$ cat src/rtl/syn_gpu_div_arb.sv
// Round-robin arbiter letting N_REQ requesters share one tagged divider.
// Issues one request at a time and waits for a matching tag or a timeout.
module syn_gpu_div_arb #(
  parameter int N_REQ = 4,
  parameter int MID_W = 4,
  parameter int TMO_W = 8
) (
  input  logic                  clk,
  input  logic                  rst,
  input  logic [N_REQ-1:0]      req_valid,
  input  logic [N_REQ*32-1:0]   req_data,
  output logic [N_REQ-1:0]      req_rdy,
  output logic [N_REQ-1:0]      rsp_valid,
  output logic [31:0]           rsp_data,
  output logic                  err_tmo,
  output logic [MID_W-1:0]      div_req_mid,
  output logic [31:0]           div_req_data,
  input  logic                  div_busy,
  input  logic [MID_W-1:0]      div_rsp_mid,
  input  logic [31:0]           div_rsp_data
);

  localparam int IDX_W = (N_REQ > 1) ? $clog2(N_REQ) : 1;
  localparam logic [1:0] S_IDLE  = 2'd0;
  localparam logic [1:0] S_ISSUE = 2'd1;
  localparam logic [1:0] S_WAIT  = 2'd2;
  localparam logic [MID_W-1:0] MID_IDLE = '0;
  localparam logic [N_REQ-1:0] ONE = {{(N_REQ-1){1'b0}}, 1'b1};

  logic [1:0]       state;
  logic [IDX_W-1:0] last_grant;
  logic [31:0]      lat_data;
  logic [TMO_W-1:0] cnt;

  logic [31:0]      req_word [N_REQ];
  logic [IDX_W-1:0] gnt_idx;
  logic [IDX_W-1:0] cand;
  logic             gnt_found;
  logic             grant_ok;
  logic             grant;
  logic [MID_W-1:0] own_tag;
  logic             rsp_match;
  logic             tmo_hit;

  for (genvar g = 0; g < N_REQ; g++) begin : g_word
    assign req_word[g] = req_data[g*32 +: 32];
  end

  // Search starts one past the previous winner so every requester is served in turn.
  always_comb begin
    // NOTE: every variable gets a default before the loop so no latch is inferred.
    gnt_found = 1'b0;
    gnt_idx   = '0;
    cand      = '0;
    for (int k = 0; k < N_REQ; k++) begin
      cand = IDX_W'((int'(last_grant) + 1 + k) % N_REQ);
      if (!gnt_found && req_valid[cand]) begin
        gnt_found = 1'b1;
        gnt_idx   = cand;
      end
    end
  end

  // The owner is always the last winner, so its tag is derived rather than stored.
  assign own_tag   = MID_W'(last_grant) + MID_W'(1);
  assign grant_ok  = !rst && (state == S_IDLE) && !div_busy && !(|rsp_valid);
  assign grant     = grant_ok && gnt_found;
  assign req_rdy   = grant ? (ONE << gnt_idx) : '0;
  assign rsp_match = (state == S_WAIT) && (div_rsp_mid == own_tag);
  assign tmo_hit   = (state == S_WAIT) && (cnt == '1) && !rsp_match;
  assign err_tmo   = tmo_hit;

  assign div_req_mid  = (state == S_ISSUE) ? own_tag : MID_IDLE;
  assign div_req_data = lat_data;

  // NOTE: state registers use non-blocking assignments so every flop samples pre-edge values.
  always_ff @(posedge clk or posedge rst) begin
    if (rst) begin
      state      <= S_IDLE;
      last_grant <= IDX_W'(N_REQ - 1);
      lat_data   <= '0;
      cnt        <= '0;
      rsp_valid  <= '0;
      rsp_data   <= '0;
    end else begin
      rsp_valid <= '0;
      case (state)
        S_IDLE: begin
          if (grant) begin
            state      <= S_ISSUE;
            last_grant <= gnt_idx;
            lat_data   <= req_word[gnt_idx];
          end
        end
        S_ISSUE: begin
          state <= S_WAIT;
          cnt   <= '0;
        end
        S_WAIT: begin
          if (rsp_match) begin
            rsp_data  <= div_rsp_data;
            rsp_valid <= ONE << last_grant;
            state     <= S_IDLE;
          end else if (tmo_hit) begin
            state <= S_IDLE;
          end else begin
            cnt <= cnt + TMO_W'(1);
          end
        end
        default: state <= S_IDLE;
      endcase
    end
  end

endmodule

$ cat config.mk
export PLATFORM = sky130hd
export DESIGN_NAME = syn_gpu_div_arb
export DESIGN_NICKNAME = d
export VERILOG_FILES = /design/src/rtl/syn_gpu_div_arb.sv
export SDC_FILE = /design/constraint.sdc
export NUM_CORES = 1
export LEC_CHECK = 0
export CAP_MARGIN = 5
export CORE_MARGIN = 3
export CORE_UTILIZATION = 40
export CTS_CLUSTER_DIAMETER = 100
export DETAILED_ROUTE_END_ITERATION = 10
export PLACE_DENSITY = 0.92
export SETUP_SLACK_MARGIN = 0.2
export SLEW_MARGIN = 10
export SYNTH_ARGS = -nofsm -noshare
export SYNTH_HDL_FRONTEND = slang
export SYNTH_SLANG_ARGS = --single-unit
$ cat constraint.sdc
create_clock -name clk -period 3.2 [get_ports clk]
set_clock_uncertainty 0.1 [all_clocks]
set_input_delay 0.64 -clock clk [delete_from_list [all_inputs] [get_ports clk]]
set_output_delay 0.64 -clock clk [all_outputs]
set_load 0.02 [all_outputs]
Word-level counts from Yosys, hierarchy flattened --
Cells that the tools add are included.
Storage, ports and cells: flip-flop bits (word level) 80, input bits 171, output and inout port bits 77
Cells by class: add/subtract/negate cells 6, order comparisons 5, eq/ne operators 8, shift-type cells 2, mux-type cells 30, bitwise operators 1, reduce and logical (&&, ||, !) cells 24
Operators by type and width (count):
- binary-select mux 32 bit (select 2 bit) | 1
- 2-to-1 mux 32 bit | 2
- 2-to-1 mux 8 bit | 2
- case mux 8 bit (2 select lines) | 1
- 2-to-1 mux 2 bit | 7
- < comparator 2 x 3 -> 1 bit, second input constant | 4
- 2-to-1 mux 4 bit | 3
- logical AND 1 bit | 10
- adder 8 x 1 -> 8 bit, second input constant | 1
- binary-select mux 1 bit (select 2 bit) | 4
- == test 8 bit, second input constant | 1
- 2-to-1 mux 1 bit | 8
- left shift 1 x 2 -> 4 bit, first input constant | 2
- logical NOT 1 bit | 7
- adder 2 bit, second input constant | 3
- != test 2 bit, second input constant | 3
- case mux 2 bit (3 select lines) | 1
- AND reduction 2 bit | 3
- == test 4 x 3 -> 1 bit | 1
- OR reduction 4 bit | 1
- adder 2 x 1 -> 3 bit, second input constant | 1
- greater-or-equal comparator 3 bit, second input constant | 1
- 2-to-1 mux 3 bit | 1
- != test 3 bit, second input constant | 1
- other kinds (7) | 7

Longest topological paths before layout --
Gate-level depths: netlist of the first run.
word-level depth 17, mapped depth 11

Worst setup path before layout of the first run --
OpenSTA, ideal clock, no wires.
kind reg2out, start register last_grant[0], end output req_rdy[1], arrival 2379 ps, path slack 81 ps, stages on the path, launching flop included 10, buffers on the path 3, path through dfstp_2 -> buf_4 -> inv_1 -> ha_1 -> mux2_2 -> nand2_1 -> nand3_2 -> buf_6 -> buf_4 -> nor3_1
On the way: cells in the longest elaborated chain, start to end 15, elaborated cells on any way between the ends 29, those cells by class 4 x add/sub; 1 x shift; 17 x mux; 7 x reduce/logical
RTL lines:
- start, declared | line 31 | logic [IDX_W-1:0] last_grant;
- start signal, assigned | line 80 | last_grant <= IDX_W'(N_REQ - 1);
- start signal, assigned | line 91 | last_grant <= gnt_idx;
- adder 2 x 1 -> 2 bit * | line 56 | cand = IDX_W'((int'(last_grant) + 1 + k) % N_REQ);
- branches (longest 13 deep; another with adder 2 bit)
- 2-to-1 mux 4 bit * | line 68 | assign req_rdy = grant ? (ONE << gnt_idx) : '0;
- end, declared | line 12 | output logic [N_REQ-1:0] req_rdy,
Mark *: on every way between the ends. The select of a mux whose other input is x is not followed.

Final worst setup path of the first run --
start input req_valid[0], end output req_rdy[3]
On the way: cells in the longest elaborated chain, start to end 14, elaborated cells on any way between the ends 25, those cells by class 1 x shift; 17 x mux; 7 x reduce/logical
RTL lines:
- start, declared | line 10 | input logic [N_REQ-1:0] req_valid,
- binary-select mux 1 bit (select 2 bit) | line 57 | if (!gnt_found && req_valid[cand]) begin
- 2-to-1 mux 1 bit (implied by the code) | line 57
- 2-to-1 mux 1 bit | line 57
- logical NOT 1 bit | line 57
- logical AND 1 bit | line 57
- 2-to-1 mux 1 bit | line 57
- logical NOT 1 bit | line 57
- logical AND 1 bit | line 57
- 2-to-1 mux 1 bit | line 57
- logical NOT 1 bit | line 57
- logical AND 1 bit | line 57
- 2-to-1 mux 2 bit or 2-to-1 mux 1 bit (tied branches) | line 57
- left shift 1 x 2 -> 4 bit or logical AND 1 bit (tied branches) | line 68, 67
- 2-to-1 mux 4 bit * | line 68
Every way passes the cells marked *; elsewhere a longest branch is shown, timed or not. The select of a mux whose other input is x is not followed.

==> results of run 1 <==
per-stage QoR:
step / instance area (um2) / util
2_1_floorplan: 4660 / -
6_report: 7720 / 0.697
5_1_grt: 7720 / 0.697
3_3_place_gp: 7360 / 0.664
4_1_cts: 7650 / 0.691
3_5_place_dp: 7360 / 0.664
power groups by stage:
stage               Clock (mW)  Combinational [mW]  Sequential [mW]
floorplan                    0                1.54             2.19
global placement             0                3.39             1.71
detailed placement           0                3.48             1.74
CTS                      0.990                3.52             1.73
global route              1.04                3.75             1.79
finish                   0.964                3.53             1.73
worst max-delay path by stage:
stage | start | endpoint | depth (start not counted) | slack, ps
2_1_floorplan | last_grant[0] | req_rdy[1] | 9 | 260
3_3_place_gp | rst | req_rdy[2] | 7 | -380
3_5_place_dp | rst | req_rdy[2] | 7 | -380
4_1_cts | last_grant[1] | req_rdy[1] | 7 | 180
5_1_grt | last_grant[1] | req_rdy[1] | 8 | 170
6_report | req_valid[0] | req_rdy[3] | 7 | 240
cell usage after synthesis, types with 6 or more instances:
master    count
dfrtp_1      78
nor2_1       42
and2_1       35
mux2i_1      34
mux2_2       32
a211oi_2     29
a221oi_2     28
buf_2        11
nand2_1      11
and3_1        6
flip-flops by register name (all words and copies together) (netlist names):
signal and flops:
rsp_data 32, last_grant 2, rsp_valid 4, div_req_data 32
cnt 8, state 2
cell families after synthesis:
group / Yosys count / share of synthesized area
AO/OA/AOI/OAI: 77 / 0.206
XOR/XNOR: 5 / 0.00942
adder cells (fa/ha/maj): 5 / 0.0135
buffers and inverters: 35 / 0.0452
flip-flops: 80 / 0.431
multiplexers: 67 / 0.153
other: 1 / 0.000806
AND/OR/NAND/NOR: 121 / 0.142
critical path, stage by stage:
cell	delay, ps
clkdlybuf4s50_1	450
or4_4	530
nand3_2	110
buf_6	130
inv_2	60
and3_1	150
buf_4	160
metal layers:
metal / share of wire / vias up / routed length, um / GRT usage
met2: 0.52 / 209 / 7640 / 0.397
met1: 0.38 / 2031 / 5510 / 0.265
met5: 0 / - / 0 / 0
met3: 0.085 / 17 / 1240 / 0.0584
li1: - / 1951 / - / -
met4: 0.015 / 0 / 215 / 0.0578
repair_timing:
item                                    in CTS  in global routing
endpoints found under the setup margin       5                  5
pin swaps                                    2                  3
setup buffers                                0                  1
hold buffers                                 0                  0
resized for setup                           21                 17
cell type report:
type / instances / share of cell area
multi-input cells: 276 / 0.327
clock inverters: 4 / 0.00616
inverters: 6 / 0.00308
flip-flops and latches: 80 / 0.260
repair buffers: 274 / 0.352
clock buffers: 10 / 0.0297
well taps: 140 / 0.0227
==> metrics.yaml, run 1 <==
yosysTopAreaCell: "dfrtp_1"
grt_max_degree: 66
clock-sinks: 80
p_int_mw: 3.78
dieWidth_um: 114
drive_gt1_frac: 0.245
multi_input_area_um2: 2530
grt_setup_unrepaired: "yes"
post_drt_via_cell_ratio: 5.33
die_area_um2: 13000
required_ps: 2460
ys.flop_type: "dfrtp_1"
wirelength_um: 14600
fin_crit_ps: 2960
layoutNonFillerInstCount: 790
max_cap_violations: 0
synth-seq-area-share: 0.431
grt_pass1_wl_um: 23100
rr_endpoint: "div_req_data[29]"
ys_types: 49
slew_headroom: 0.579
switching_share: 0.393
hp-class: "in -> async"
drc: 0
fillers: 777
p_per_area_nw_per_um2: 806
hold_ws_ps: 362
endpoint_kind: "primary output"
avgSynthCellArea_um2: 11.9
drt_iter0_drc: 256
final_max_slew_viol_count: 0
synth_top_area_share: 0.420
synthTopCellsByArea: "dfrtp_1 42%, a221oi_2 9.0%, a211oi_2 7.8%"
layout_common_cells: "239 x clkdlybuf4s50_1, 78 x dfrtp_1, 41 x nor2_1"
port_buffers: 246
yosysWarnings: 0
rr_startpoint: "last_grant[1]"
max_freq_mhz: 338
tns_ps: 0
cp-start-kind: "primary input"
finalHoldViolations: 0
leakage_nw: 3.20
dp_hpwl_um: 11500
reg2reg_depth: 9
worstMarginPinSlew_ps: 631
reg2reg_slack_ps: 520
firstDrtPassIters: 5
rows: 38
syn-cell-area_um2: 4650
arrival_ps: 2220
grt_pass1_vias: 4616
dp.cells: 775
vias: 4208
syn_inst: 391
cp_max_fo: 5
pin_count: 248
antennaDiodeCount: 0
initial_core_util: 0.420
coreArea_um2: 11100
ant_nets: 0
seq_power_share: 0.277
fin_ws_ps: 243
grt_use_total: 0.222
setup-violations-final: 0
cts_root_buffer: "clkbuf_16"
clk_path_buf_depth: 2
regArea_um2: 2000
outcome: "finished clean"
htree_levels: 3
place_ws_ps: -379
fin_nets: 823
path_clk_slew_ps: 60
critPathKind: "in -> out"
synth-edff-count: 0
die_y_um: 114
gr-total-overflow: 0
mostFrequentLayoutCell: "clkdlybuf4s50_1"
numCtsBuffers: 9
switchingPower_mw: 2.45
pwr-share-clk: 0.155
ys_ff_latch: 80
syn_nets: 567
antenna_found_initial: 0
syn_to_final_growth_pct: 66.0
min_period_over_period: 0.924
vdd_drop_max_mv: 0.527
wl_per_cell_um: 18.5
cts_tree: "yes"
routabilityCongestion: 0.808
power_frac_comb: 0.568
clk_latency_ps: 320
synthArstFlopShare: 1.00
power_mw: 6.22
Power figures use the tool's default switching activity.
==> run 2, diff against run 1 <==
==> constraint.sdc (replaced) <==
create_clock -name clk -period 3.2 [get_ports clk]
set_clock_uncertainty 0.1 [all_clocks]
set_input_delay 0.32 -clock clk [delete_from_list [all_inputs] [get_ports clk]]
set_output_delay 0.32 -clock clk [all_outputs]
set_load 0.02 [all_outputs]
==> run 2 against run 1 <==
Net effect:
- clock-buffer cell count stayed put
- total power is 1.4% lower
- final cell count is 1.8% lower
- non-clock buffer count is 16 lower
- register-to-register slack better by 20 ps
- global-route usage is 0.32 points higher
- critical path depth stayed put
- die area stayed put
- wire length is 0.23% lower
==> metrics.yaml, run 2 (same netlist as run 1, synthesis figures left out) <==
leakage_nw: 3.10  # -3.1%
dp_hpwl_um: 11400  # -0.55%
dieWidth_um: 114  # unchanged
antenna_found_initial: 0  # unchanged
grt_use_total: 0.225  # +0.00317
cp_slowest_cell: "dfstp_2"
routabilityCongestion: 0.827  # +2.4%
fin_crit_ps: 2920  # -41.9 ps
worstSetupStartpoint: "last_grant[1]"
numCtsBuffers: 9  # unchanged
die_y_um: 114  # unchanged
firstDrtPassIters: 4  # -1
clk_latency_ps: 320  # about the same
layout_common_cells: "241 x clkdlybuf4s50_1, 78 x dfrtp_1, 42 x nor2_1"
cts_root_buffer: "clkbuf_16"
worstMarginPinSlew_ps: 722  # +90.9 ps
path_clk_slew_ps: 60  # about the same
setup-violations-final: 0  # unchanged
clock-sinks: 80  # unchanged
pin_count: 248  # unchanged
mostFrequentLayoutCell: "clkdlybuf4s50_1"
rows: 38  # unchanged
fin_nets: 807  # -1.9%
wirelength_um: 14600  # -0.23%
cp_num_buf_inv: 2  # -2
clk_path_buf_depth: 2  # unchanged
cp-start-kind: "flop"
route.top_layer_used: "met4"
initial_core_util: 0.420  # unchanged
coreArea_um2: 11100  # unchanged
endpoint_kind: "primary output"
slowest_delay_ps: 550  # +20 ps
cp_max_fo: 6  # +1
arrival_ps: 2500  # +280 ps
worstPathCellList: "inv_1, ha_2, nand2_1, a221oi_4, or3_1, nor2_1, clkdlybuf4s15_1"
drt_iter0_drc: 148  # -42%
antennaDiodeCount: 0  # unchanged
max_cap_violations: 0  # unchanged
port_buffers: 246  # unchanged
gr-total-overflow: 0  # unchanged
wl_met2_um: 7580  # -0.85%
min_period_over_period: 0.911  # -0.0131
die_area_um2: 13000  # unchanged
wl_met1_um: 5590  # +1.4%
max_freq_mhz: 343  # +1.4%
required_ps: 2780  # +320 ps
critPathKind: "reg -> out"
vdd_drop_max_mv: 0.456  # -14%
hp-class: "in -> async"
htree_levels: 3  # unchanged
reg2reg_slack_ps: 540  # +20 ps
grt_pass1_vias: 4519  # -2.1%
p_per_area_nw_per_um2: 811  # +0.62%
post_drt_via_cell_ratio: 5.28  # -0.91%
grt_setup_unrepaired: "yes"
cpLargestDelayFamily: "flip-flops"
grt_max_degree: 81  # +23%
rr_startpoint: "last_grant[1]"
slew_headroom: 0.517  # -0.0618
cts_hold_buffers: 0  # unchanged
tns_ps: 0  # unchanged
drc: 0  # unchanged
drive_gt1_frac: 0.215  # -0.0292
vias: 4096  # -2.7%
met3WireLength_um: 1230  # -1.2%
outcome: "finished clean"
grt_pass1_wl_um: 23200  # +0.45%
final_max_slew_viol_count: 0  # unchanged
hold_ws_ps: 333  # -29.6 ps
wl_per_cell_um: 18.8  # +1.6%
ant_nets: 0  # unchanged
syn_to_final_growth_pct: 62.7
finalHoldViolations: 0  # unchanged
cts_tree: "yes"
==> run 2: worst paths after layout <==
check	endpoint	cells past startpoint
worst max-delay path	req_rdy[2]	7
worst min-delay path	rsp_data[23]	3
worst max register to register	div_req_data[17]	8
worst min register to register	cnt[5]	1
max in group asynchronous	last_grant[1]	3
min in group clk	cnt[5]	1
==> run 2: area by class of cell <==
| class | count | area [um2] |
|---|---|---|
| fillers | 819 | 3510 |
| repair buffers | 258 | 2590 |
| multi-input cells | 276 | 2470 |
| flip-flops and latches | 80 | 2000 |
| clock buffers | 10 | 229 |
| well taps | 140 | 175 |
| clock inverters | 6 | 68.8 |
| inverters | 6 | 23.8 |
==> run 2: power by group <==
part,switching (mW),total [mW],internal [mW]
clock network,0.396,1.00,0.608
logic,1.77,3.40,1.64
registers,0.268,1.73,1.46
total,2.43,6.14,3.71
==> run 2: worst reg2reg max path: cells and delay by family, from the launching register on <==
family,cells,cell delay (ps)
AOI/OAI and AO/OA,1,110
adders and majority gates,1,390
buffers and inverters,2,420
DFF,1,550
muxes,1,410
and+or+nand+nor,3,550
==> run 2: layer usage <==
metal  vias up  GRT usage
li1       1927          -
met1      1965      0.267
met2       190      0.409
met3        14     0.0573
met4         0     0.0538
met5         -          0
==> run 2: timing repair <==
action / 4_1_cts / 5_1_grt
resized for setup: 11 / 6
endpoints found under the setup margin: 5 / 3
buffers inserted: 1 / 0
pin swaps: 1 / 0
==> run 2: stage by stage <==
step | setup slack (ps) | utilization | total power, mW | instance area (um2) | cells
6_report | 285 | 0.683 | 6.14 | 7570 | 776
5_1_grt | 193 | 0.683 | 6.50 | 7570 | 776
4_1_cts | 161 | 0.684 | 6.20 | 7570 | 776
3_5_place_dp | 189 | 0.654 | 5.16 | 7250 | 759
3_3_place_gp | 311 | 0.654 | 5.03 | 7250 | 759
2_1_floorplan | 401 | - | 3.73 | 4650 | 391
